--- config.mk ---
export PLATFORM = sky130hd
export DESIGN_NAME = fp_packer
export DESIGN_NICKNAME = d
export VERILOG_FILES = /design/src/rtl/fp_packer.sv
export SDC_FILE = /design/constraint.sdc
export NUM_CORES = 1
export LEC_CHECK = 0
export BUFFER_PORTS_ARGS = -buffer_cell sky130_fd_sc_hd__buf_2
export CORE_MARGIN = 3
export CORE_UTILIZATION = 45
export DETAILED_ROUTE_END_ITERATION = 10
export HOLD_SLACK_MARGIN = 0.03
export PLACE_DENSITY = 0.73
export SETUP_SLACK_MARGIN = 0.1
export SLEW_MARGIN = 10
export SYNTH_ARGS = -nofsm -noshare
export SYNTH_HDL_FRONTEND = slang
export SYNTH_SLANG_ARGS = --single-unit
--- constraint.sdc ---
create_clock -name clk_i -period 2.6 [get_ports clk_i]
set_input_delay 0.65 -clock clk_i [delete_from_list [all_inputs] [get_ports clk_i]]
set_output_delay 0.65 -clock clk_i [all_outputs]
set_load 0.02 [all_outputs]
--- src/rtl/fp_packer.sv ---
// fp_packer: multi-cycle normalize / round-to-nearest-even / pack to IEEE-754 binary32.
// Optional subnormal support is enabled with `define FP_PACKER_DENORM_EN; otherwise subnormals flush to zero.
module fp_packer (
  input  logic        clk_i,
  input  logic        rst_n_i,
  input  logic        valid_i,
  output logic        ready_o,
  input  logic        sign_i,
  input  logic [9:0]  exp_i,
  input  logic [27:0] mant_i,
  input  logic        inf_i,
  input  logic        nan_i,
  output logic [31:0] result_o,
  output logic        valid_o,
  input  logic        ready_i,
  output logic        overflow_o,
  output logic        underflow_o
);

  typedef enum logic [1:0] {IDLE, NORM, ROUND, DONE} state_t;

  state_t             state_q, state_d;
  logic               sign_q, sign_d;
  logic signed [10:0] exp_q, exp_d;
  logic [27:0]        mant_q, mant_d;
  logic [31:0]        result_d;
  logic               valid_d, ovf_d, unf_d;

  // Rounding datapath, only consumed in ROUND (mant_q[27] is always clear there)
  logic               inc, hidden;
  logic [24:0]        sum;
  logic signed [10:0] exp_r;
  logic [22:0]        frac;

  assign inc    = mant_q[2] & ((|mant_q[1:0]) | mant_q[3]);
  assign sum    = {1'b0, mant_q[26:3]} + {24'b0, inc};
  assign exp_r  = sum[24] ? exp_q + 11'sd1 : exp_q;
  assign hidden = sum[24] | sum[23];
  assign frac   = sum[24] ? sum[23:1] : sum[22:0];

  assign ready_o = rst_n_i && (state_q == IDLE);

  always_comb begin
    state_d  = state_q;
    sign_d   = sign_q;
    exp_d    = exp_q;
    mant_d   = mant_q;
    result_d = result_o;
    valid_d  = valid_o;
    ovf_d    = overflow_o;
    unf_d    = underflow_o;
    case (state_q)
      IDLE: if (valid_i && ready_o) begin
        sign_d = sign_i;
        exp_d  = {exp_i[9], exp_i};
        mant_d = mant_i;
        ovf_d  = 1'b0;
        unf_d  = 1'b0;
        if (nan_i) begin
          result_d = 32'h7FC0_0000;
          valid_d  = 1'b1;
          state_d  = DONE;
        end else if (inf_i) begin
          result_d = {sign_i, 8'hFF, 23'b0};
          valid_d  = 1'b1;
          state_d  = DONE;
        end else begin
          state_d = NORM;
        end
      end
      NORM: begin
        if (mant_q == 28'b0) begin
          result_d = {sign_q, 31'b0};
          unf_d    = 1'b0;
          valid_d  = 1'b1;
          state_d  = DONE;
        end else if (mant_q[27]) begin
          mant_d  = {1'b0, mant_q[27:2], mant_q[1] | mant_q[0]};
          exp_d   = exp_q + 11'sd1;
          state_d = ROUND;
        end else if (exp_q < 11'sd1) begin
`ifdef FP_PACKER_DENORM_EN
          // Far below the subnormal range every bit lands in sticky anyway
          if (exp_q < -11'sd25) begin
            mant_d = {27'b0, |mant_q};
            exp_d  = 11'sd1;
          end else begin
            mant_d = {1'b0, mant_q[27:2], mant_q[1] | mant_q[0]};
            exp_d  = exp_q + 11'sd1;
          end
`else
          result_d = {sign_q, 31'b0};
          unf_d    = 1'b1;
          valid_d  = 1'b1;
          state_d  = DONE;
`endif
        end else if (mant_q[26]) begin
          state_d = ROUND;
        end else if (exp_q > 11'sd1) begin
          mant_d = {mant_q[26:0], 1'b0};
          exp_d  = exp_q - 11'sd1;
        end else begin
`ifdef FP_PACKER_DENORM_EN
          state_d = ROUND;
`else
          result_d = {sign_q, 31'b0};
          unf_d    = 1'b1;
          valid_d  = 1'b1;
          state_d  = DONE;
`endif
        end
      end
      ROUND: begin
        // A subnormal rounding up into the hidden bit picks up field 1 via exp_q==1
        if (hidden && exp_r >= 11'sd255) begin
          result_d = {sign_q, 8'hFF, 23'b0};
          ovf_d    = 1'b1;
        end else begin
          result_d = {sign_q, hidden ? exp_r[7:0] : 8'h00, frac};
          unf_d    = ~hidden;
        end
        valid_d = 1'b1;
        state_d = DONE;
      end
      DONE: if (ready_i) begin
        valid_d = 1'b0;
        state_d = IDLE;
      end
      default: state_d = IDLE;
    endcase
  end

  always_ff @(posedge clk_i) begin
    if (!rst_n_i) begin
      state_q     <= IDLE;
      sign_q      <= 1'b0;
      exp_q       <= '0;
      mant_q      <= '0;
      result_o    <= '0;
      valid_o     <= 1'b0;
      overflow_o  <= 1'b0;
      underflow_o <= 1'b0;
    end else begin
      state_q     <= state_d;
      sign_q      <= sign_d;
      exp_q       <= exp_d;
      mant_q      <= mant_d;
      result_o    <= result_d;
      valid_o     <= valid_d;
      overflow_o  <= ovf_d;
      underflow_o <= unf_d;
    end
  end

endmodule

==> flow_summary.ini <==
[cts]
clk_pin_slew_ns = 0.08
cts_root_buf = clkbuf_8
numCtsBuffers = 9
clock-sinks = 77
clockBufferDepth = 2
h-tree-depth = 3
clock_latency_ns = 0.36
ctsHoldBuffers = 0
cts_tree = built

[critical_path]
crit_chain = and2_4, ha_2, and4_1, and3_4, a22oi_2, a211oi_4, o22a_4, nor3b_4, clkbuf_16, a22o_1
crit_required_ns = 2.90
cp.arrival_ns = 2.73
path_class = reg -> reg
path_max_fanout = 5
start_kind = flip-flop
r2r_cells = 10
crit_path_end_kind = flip-flop
slowest_stage = dfxtp_4
path_buf_inv = 1
critPathTopFamily = simple AND/OR/NAND/NOR gates
cp_num_cells = 10
slowest_delay_ns = 0.35

[final_layout]
antenna_cells = 0
fill_cells = 989
fin_util_pct = 57.6
nets = 786
seq_area_um2 = 1550
area_growth_pct = 23.2
final_layout_size_suffix_gt1_share_pct = 26.5
multiInputGateArea_um2 = 3160

[power]
power_mw = 6.59
pwr_density_cell_nw_per_um2 = 1090
vdd_drop_max_mv = 0.465
leakagePower_nw = 2.54

[logic_synthesis]
synth_ff_type = dfxtp_1
synthTopCellsByCount = dfxtp_1, nand2_1, nor2_1, clkbuf_1, a21oi_1
syn_area_um2 = 4890
yosysTopAreaCell = dfxtp_1
yosysMostFrequentCell = dfxtp_1
synth_seq_area_share_pct = 31.5
ys_ff_latch = 77
netlist_top_cells_area = dfxtp_1, nand2_1, nor2_1
async_flop_share_pct = 0
ys_warn_count = 0
synth_edf_count = 0
syn_inst = 643
ys_types = 65
netlist.area_leader.share_pct = 31.5
avgSynthCellArea_um2 = 7.61
synth.net_count = 698

[floorplanning]
coreArea_um2 = 10500
rows = 37
die_area_um2 = 12200
die_y_um = 110
die-width_um = 110
io-pin-count = 81
start_util_pct = 46.8

[placed_design]
gp_congestion = 0.989
io_buffers = 80
post-place-ws_ns = -0.133
hpwl_um = 11200

[drt]
wl_um = 15600
wl_per_cell_um = 17.9
drt-initial-drc-count = 474
first_pass_iters = 6
ant_nets = 0
vias = 5293
post_drt_via_cell_ratio = 6.07
drc = 0

[grt]
grt_max_degree = 46
track_usage_pct = 25.8
antenna_found_initial = 0
grt_pass1_wl_um = 24700
grt_overflow = 0
grt_pass1_vias = 5021

[timing]
rsz0062_at_grt = false
worst_slew_pin_slew_ns = 0.842
hold_viol = 0
slew_violations = 0
fin_ws_ns = 0.165
tns_ns = 0
fmax_mhz = 411
whs_ns = 0.443
period_minus_slack_ns = 2.44
period_share_pct = 93.7
setup_violations = 0
relSlewSlack_pct = 43.8
finalClockSkew_ns = 0.0113

[status]
status = completed

[job]
drv_cap = 0

[worst_hold_path]
hold_path.class = reg -> reg
hold_depth = 2
-- cells by family (layout without fill, tap and decap cells) --
| logic type | Yosys count | after routing | share of synthesized area, % |
|---|---|---|---|
| AOI/OAI and AO/OA | 188 | 188 | 26.6 |
| xor gates and xnor gates | 30 | 30 | 5.37 |
| adders and majority gates | 10 | 10 | 2.56 |
| buffers and inverters | 79 | 172 | 6.60 |
| DFF | 77 | 77 | 31.5 |
| muxes | 4 | 4 | 0.869 |
| and+or+nand+nor | 255 | 255 | 26.5 |
-- layout make-up --
type                       count  share of cell area [%]
clock inverter                 4                   0.788
sequential                    77                    25.7
inverter                      14                   0.871
multi-input combinational    487                    52.3
clock buffer                  12                    2.41
timing repair buffer         142                    15.1
tap                          136                    2.82
-- layout by cell type (no fill, tap or decap), types with 4 or more instances in the layout --
cell type and instances:
o211ai_1 4, and3_1 25, nor4_1 8, nor2_1 58
a31oi_1 9, clkbuf_8 10, xnor2_1 15, a21oi_1 40
o31ai_1 9, nand2b_1 4, buf_2 80, nor2b_1 4
xor2_1 15, o21ai_1 8, a211oi_1 25, a221oi_1 22
ha_1 9, and2_1 4, nand4_1 14, o21ai_0 25
nand2_1 68, inv_1 14, nor3_1 9, dfxtp_1 74
a22o_1 11, buf_4 58, and4_1 4, nand3_1 29
-- power breakdown --
part           leakage (nW)  switching, mW  internal, mW
Clock                0.0964          0.462         0.468
Combinational          1.81           2.28          1.51
Sequential            0.631          0.347          1.52
Total                  2.54           3.09          3.50
-- flip-flops by register name (all words and copies together), names as in the netlist --
| signal | cells |
|---|---|
| state_q | 2 |
| exp_q | 11 |
| result_o | 32 |
| sign_q | 1 |
| valid_o | 1 |
| mant_q | 28 |
| underflow_o | 1 |
| overflow_o | 1 |
-- metal layers --
metal / track usage [%] / vias up / wire length [µm] / part of all wire, %
li1: - / 2530 / - / -
met4: 12.6 / 0 / 378 / 2.4
met1: 32.4 / 2521 / 6560 / 42
met2: 43.4 / 211 / 7680 / 49
met3: 3.55 / 31 / 1010 / 6.5
met5: 0 / - / 0 / 0
-- path summary, 6_finish.rpt --
kind,from,to,slack [ns]
max,mant_q[3],result_o[6],0.16
max reg2reg,mant_q[3],result_o[6],0.16
min reg2reg,result_o[3],result_o[3],0.44
min,result_o[3],result_o[3],0.44
-- stage by stage --
stage	area (µm²)	cells
after floorplan	4890	643
after global placement	5610	847
after detailed placement	5610	847
after CTS	5850	864
after global routing	6030	872
final	6030	872
-- worst register-to-register path: cells and delay by family, from the launching register on --
kind            cells  cell delay (ns)
compound gates      4             0.79
fa+ha+maj           1             0.18
buf+inv             1             0.20
flops               1             0.35
simple gates        4             0.86
-- what timing repair did --
action	in CTS	in global routing
pin swaps	1	4
buffers inserted	1	7
setup endpoints to repair	51	60
cloned	0	1
gates resized for setup	6	23
(Power assumes the default switching activity.)
